## config.mk

```make
export PLATFORM = sky130hd
export DESIGN_NAME = machine_timer
export DESIGN_NICKNAME = d
export VERILOG_FILES = /design/src/rtl/machine_timer_pkg.sv /design/src/rtl/timer_prescaler.sv /design/src/rtl/machine_timer.sv
export SDC_FILE = /design/constraint.sdc
export NUM_CORES = 1
export LEC_CHECK = 0
export ABC_AREA = 1
export CORE_UTILIZATION = 52
export DETAILED_ROUTE_END_ITERATION = 16
export PLACE_DENSITY_LB_ADDON = 0.08
export SETUP_SLACK_MARGIN = 0.02
export SKIP_LAST_GASP = 1
export SYNTH_ARGS = -nofsm -noshare
export SYNTH_HDL_FRONTEND = slang
export SYNTH_SLANG_ARGS = --single-unit
```

## constraint.sdc

```tcl
create_clock -name clk_in -period 6.4 [get_ports clk_in]
set_input_delay 1.28 -clock clk_in [delete_from_list [all_inputs] [get_ports clk_in]]
set_output_delay 1.28 -clock clk_in [all_outputs]
set_load 0.01 [all_outputs]
```

## src/rtl/machine_timer_pkg.sv

```systemverilog
// Shared register map and reset constants for the machine timer, counter and CSR decode.
package machine_timer_pkg;

  localparam logic [4:0] ADDR_TIME_LO = 5'h00;
  localparam logic [4:0] ADDR_TIME_HI = 5'h04;
  localparam logic [4:0] ADDR_CMP_LO  = 5'h08;
  localparam logic [4:0] ADDR_CMP_HI  = 5'h0C;

  localparam logic [63:0] TIME_RESET_DEFAULT = 64'h0;
  localparam logic [63:0] CMP_RESET_DEFAULT  = 64'hFFFF_FFFF_FFFF_FFFF;

  // Register selected by addr[3:2] once the offset is known to be legal.
  typedef enum logic [1:0] {
    RegTimeLo = 2'd0,
    RegTimeHi = 2'd1,
    RegCmpLo  = 2'd2,
    RegCmpHi  = 2'd3
  } reg_sel_e;

  function automatic logic addr_bad(input logic [4:0] addr);
    return (addr[1:0] != 2'b00) || addr[4];
  endfunction

endpackage

```

## src/rtl/timer_prescaler.sv

```systemverilog
// Divides the core clock down to the mtime tick; clear restarts the count from zero.
module timer_prescaler #(
  parameter int unsigned TICK_DIV = 1
) (
  input  logic clk_in,
  input  logic rst_in,
  input  logic en,
  input  logic clear,
  output logic tick
);

  localparam logic [15:0] LAST = 16'(TICK_DIV - 1);

  logic [15:0] count_q, count_d;

  always_comb begin
    tick    = en && !clear && (count_q == LAST);
    count_d = count_q;
    if (clear) begin
      count_d = 16'h0;
    end else if (en) begin
      count_d = tick ? 16'h0 : count_q + 16'h1;
    end
  end

  always_ff @(posedge clk_in or posedge rst_in) begin
    if (rst_in) begin
      count_q <= 16'h0;
    end else begin
      count_q <= count_d;
    end
  end

endmodule

```

## src/rtl/machine_timer.sv

```systemverilog
// RISC-V machine timer: mtime/mtimecmp behind a 32-bit register window, plus mtip.
module machine_timer
  import machine_timer_pkg::*;
#(
  parameter int unsigned TICK_DIV   = 1,
  parameter logic [63:0] TIME_RESET = TIME_RESET_DEFAULT,
  parameter logic [63:0] CMP_RESET  = CMP_RESET_DEFAULT
) (
  input  logic        clk_in,
  input  logic        rst_in,
  input  logic        time_en_in,
  input  logic        req_in,
  input  logic        we_in,
  input  logic [4:0]  addr_in,
  input  logic [31:0] wdata_in,
  output logic        ack_out,
  output logic        err_out,
  output logic [31:0] rdata_out,
  output logic [63:0] real_time_out,
  output logic        mtip_out
);

  logic [63:0] mtime_q, mtime_d;
  logic [63:0] cmp_q, cmp_d;
  logic [31:0] shadow_q, shadow_d;
  logic [31:0] rdata_q, rdata_d;
  logic        ack_q, err_q, mtip_q;
  logic        bad, wr, rd, time_wr, tick;
  reg_sel_e    sel;

  assign sel     = reg_sel_e'(addr_in[3:2]);
  assign bad     = addr_bad(addr_in);
  assign wr      = req_in && we_in && !bad;
  assign rd      = req_in && !we_in && !bad;
  assign time_wr = wr && ((sel == RegTimeLo) || (sel == RegTimeHi));

  timer_prescaler #(
    .TICK_DIV (TICK_DIV)
  ) u_prescaler (
    .clk_in (clk_in),
    .rst_in (rst_in),
    .en     (time_en_in),
    .clear  (time_wr),
    .tick   (tick)
  );

  always_comb begin
    mtime_d  = mtime_q;
    cmp_d    = cmp_q;
    shadow_d = shadow_q;
    rdata_d  = 32'h0;
    if (tick) begin
      mtime_d = mtime_q + 64'h1;
    end
    // The prescaler suppresses tick on mtime writes, so the write value lands unmodified.
    if (wr) begin
      unique case (sel)
        RegTimeLo: mtime_d = {mtime_q[63:32], wdata_in};
        RegTimeHi: mtime_d = {wdata_in, mtime_q[31:0]};
        RegCmpLo:  cmp_d   = {cmp_q[63:32], wdata_in};
        RegCmpHi:  cmp_d   = {wdata_in, cmp_q[31:0]};
      endcase
    end
    if (rd) begin
      unique case (sel)
        RegTimeLo: begin
          rdata_d  = mtime_q[31:0];
          shadow_d = mtime_q[63:32];
        end
        RegTimeHi: rdata_d = shadow_q;
        RegCmpLo:  rdata_d = cmp_q[31:0];
        RegCmpHi:  rdata_d = cmp_q[63:32];
      endcase
    end
  end

  always_ff @(posedge clk_in or posedge rst_in) begin
    if (rst_in) begin
      mtime_q  <= TIME_RESET;
      cmp_q    <= CMP_RESET;
      shadow_q <= 32'h0;
      rdata_q  <= 32'h0;
      ack_q    <= 1'b0;
      err_q    <= 1'b0;
      mtip_q   <= 1'b0;
    end else begin
      mtime_q  <= mtime_d;
      cmp_q    <= cmp_d;
      shadow_q <= shadow_d;
      rdata_q  <= rdata_d;
      ack_q    <= req_in;
      err_q    <= req_in && bad;
      mtip_q   <= (mtime_q >= cmp_q);
    end
  end

  assign ack_out       = ack_q;
  assign err_out       = err_q;
  assign rdata_out     = rdata_q;
  assign real_time_out = mtime_q;
  assign mtip_out      = mtip_q;

endmodule
```

==> reports/metrics.yaml <==
run_status:
  status: "finished clean"
yosys:
  synthArstFlopShare_pct: 100.0
  synth.ff_latch_count: 211
  synth_most_common_cell: "nand2_1"
  synthSimpleGateAreaFrac_pct: 24.82
  netlist_top_cells_count: "nand2_1, inv_1, o21ai_0"
  synth_compound_area_share_pct: 15.84
  synth_ff_type: "dfrtp_1"
  synth_top_family_by_area: "simple AND/OR/NAND/NOR gates"
  synth_edf_count: 0
  synth_top_area_share_pct: 27.87
  avgSynthCellArea_um2: 7.300
  synthCells: 1808
  syn-num-nets: 1917
  synth_fa_ha_area_share_pct: 6.351
  yosys_warnings: 0
  ys_seq_area_share_pct: 40.61
  synthTopCellsByArea: "dfrtp_1, nand2_1, dfstp_2, inv_1, ha_1"
  synth_mux_area_share_pct: 0.08532
  synth.distinct_cells: 43
  yosys.area_share.xor_xnor_pct: 2.389
  yosysTopAreaCell: "dfrtp_1"
  netlist_area_mm2: 0.01320
setup_path:
  cp_num_buf_inv: 4
  critPathRequiredTime_ns: 6.85
  cp-start-kind: "primary input"
  crit_chain: "clkdlybuf4s50_1 > inv_1 > nor2_2 > buf_4 > nand2_2 > inv_1 > nand2_1 > o21ai_0 > o21bai_1"
  rr_endpoint: "real_time_out[59]"
  r2r_slack_ns: 3.62
  cp-end-kind: "flip-flop"
  path_class: "primary input to flip-flop"
  cp_slowest_cell: "inv_1"
  cp_top_family: "buffers and inverters"
  critical_path.most_common_cell: "inv_1"
  ff2ff_path_depth: 12
  cp_data_arrival_time_ns: 3.90
  endpoint: "real_time_out[20]"
  rr_startpoint: "u_prescaler.count_q[0]"
  max_stage_delay_ns: 0.63
  startpoint: "addr_in[2]"
  path_max_fanout: 33
  cp_num_cells: 9
clocking:
  cts_resized: 0
  cts_tree: "yes"
  htree_levels: 1
  hold_buffers: 0
  cts.clk_slew.worst_paths_ns: 0.06
  cts_setup_buffers: 0
  clock_path_buffers: 3
  worstSkewPairLatency_ns: 0.54
  numClockSinks: 211
  cts_root_buf: "clkbuf_16"
  cts_buffers: 25
grt:
  grt_pass1_wl_um: 71860
  overflow: 0
  track_usage_pct: 36.35
  grt_pass1_vias: 12320
  grt_max_degree: 118
  antenna_found_initial: 2
floorplan:
  die_w_um: 161.3
  coreArea_mm2: 0.02460
  fp.dieH_um: 161.3
  start_util_pct: 53.64
  rows: 57
  pin_count: 141
  fp.dieArea_mm2: 0.02602
route:
  wl_per_cell_um: 20.60
  routed_wl_um: 46840
  drcViolationCount: 0
  drt_iter0_markers: 1303
  first_pass_iters: 6
  drtAntennaViolNets: 0
  vias: 13050
  via_per_inst: 5.739
power_and_ir_drop:
  cellPowerDensity_mw_per_mm2: 319.0
  p_leak_nw: 6.952
  irDropWorstVdd_mv: 0.2305
timing:
  min_period_ns: 3.451
  finalMaxSlewViolations: 0
  worst_pin_slew_ns: 0.9951
  setup-violations-final: 0
  relSlewSlack_pct: 33.52
  finalSetupTns_ns: 0
  clock.fmax_mhz: 289.8
  hold_viol_final: 0
  rsz0062_at_grt: "false"
  skew_ns: 0.01705
  finalCritPeriodShare_pct: 53.92
final_layout:
  final_util_pct: 64.06
  nNetsFinal: 2039
  layout-drive-gt1-share_pct: 8.470
  areaGrowthSynthToFinish_pct: 19.41
  final_area_mm2: 0.01576
placed_design:
  dp_hpwl_um: 34650
  gp_congestion: 0.9911
  portBuffers: 140
  placed_area_mm2: 0.01489
hold_path:
  hold_path_class: "flip-flop to flip-flop"
job:
  cap_violations: 0
==> final cells by class <==
| cell class | instances | area [um^2] |
|---|---|---|
| inverters | 280 | 1055 |
| clock inverters | 14 | 206.4 |
| well taps | 324 | 405.4 |
| clock buffers | 31 | 658.1 |
| flip-flops and latches | 211 | 5360 |
| repair buffers | 154 | 1519 |
| multi-input cells | 1258 | 6553 |
| diodes | 2 | 5.005 |
| fillers | 2211 | 8843 |
==> power breakdown <==
group	total [mW]	switching, mW	internal, mW
sequential	1.95	0.362	1.58
combinational	1.55	0.924	0.626
clock	1.53	0.600	0.932
==> state kept, by name, summed over array words and instances (netlist names) <==
| name | count |
|---|---|
| err_out | 1 |
| rdata_out | 32 |
| cmp_q | 64 |
| real_time_out | 64 |
| u_prescaler.count_q | 16 |
| shadow_q | 32 |
| mtip_out | 1 |
| ack_out | 1 |
==> cells by family after synthesis <==
| logic type | count (synthesis) |
|---|---|
| mux | 1 |
| flops | 211 |
| compound gates | 375 |
| fa+ha+maj | 67 |
| buf+inv | 339 |
| xor+xnor | 36 |
| simple gates | 779 |
==> metal layers <==
layer	wire [um]	vias up	global-route usage, %
met5	0	-	0
met3	3879	119	6.163
li1	-	6131	-
met1	19830	6163	49.50
met4	1672	0	12.65
met2	21460	637	58.56
==> through the flow <==
step	setup WS (ns)	hold WS (ns)	instances	power, mW
2_1_floorplan	2.430	0.4533	1808	2.783
3_3_place_gp	2.552	0.4714	2227	3.442
3_5_place_dp	2.485	0.4757	2227	3.479
4_1_cts	3.021	0.4905	2272	5.016
5_1_grt	2.756	0.5038	2272	5.293
6_report	2.949	0.4894	2274	5.028
==> tightest hold or removal path, stage by stage (launching register included) <==
cell and delay [ns]:
dfrtp_1 0.35, nand2_1 0.05, o21ai_0 0.06
==> cells in the final DEF, fill, tap and decap left out, types with 4 or more instances in the layout <==
cell type | Yosys | routed
a21o_1 | 13 | 13
a21oi_1 | 91 | 91
a221oi_1 | 5 | 5
buf_4 | 1 | 13
bufinv_16 | 0 | 5
clkbuf_1 | 43 | 5
clkbuf_16 | 0 | 25
clkdlybuf4s50_1 | 0 | 140
clkinv_2 | 0 | 5
clkinvlp_4 | 0 | 4
dfrtp_1 | 147 | 147
dfstp_2 | 64 | 64
ha_1 | 67 | 67
inv_1 | 272 | 271
inv_2 | 7 | 7
nand2_1 | 478 | 474
nand2_2 | 5 | 9
nand3_1 | 64 | 64
nand3_2 | 4 | 4
nand4_1 | 30 | 30
nor2_1 | 145 | 144
nor2_2 | 14 | 15
nor3_1 | 22 | 22
nor3_2 | 4 | 4
nor4_1 | 4 | 4
o21a_1 | 4 | 4
o21ai_0 | 159 | 159
o21ai_1 | 4 | 4
o21bai_1 | 9 | 9
o22ai_1 | 79 | 79
o31ai_1 | 4 | 4
xor2_1 | 34 | 34
==> worst min-delay path by stage <==
stage                 startpoint            to  slack, ns  depth (start not counted)
global route           cmp_q[61]     cmp_q[61]       0.50                          2
finish               shadow_q[8]   shadow_q[8]       0.49                          2
detailed placement  shadow_q[10]  shadow_q[10]       0.48                          2
global placement     shadow_q[8]   shadow_q[8]       0.47                          2
CTS                 shadow_q[10]  shadow_q[10]       0.49                          2
floorplan            shadow_q[0]   shadow_q[0]       0.45                          2
Note: power is estimated with default switching activity, not from simulation.
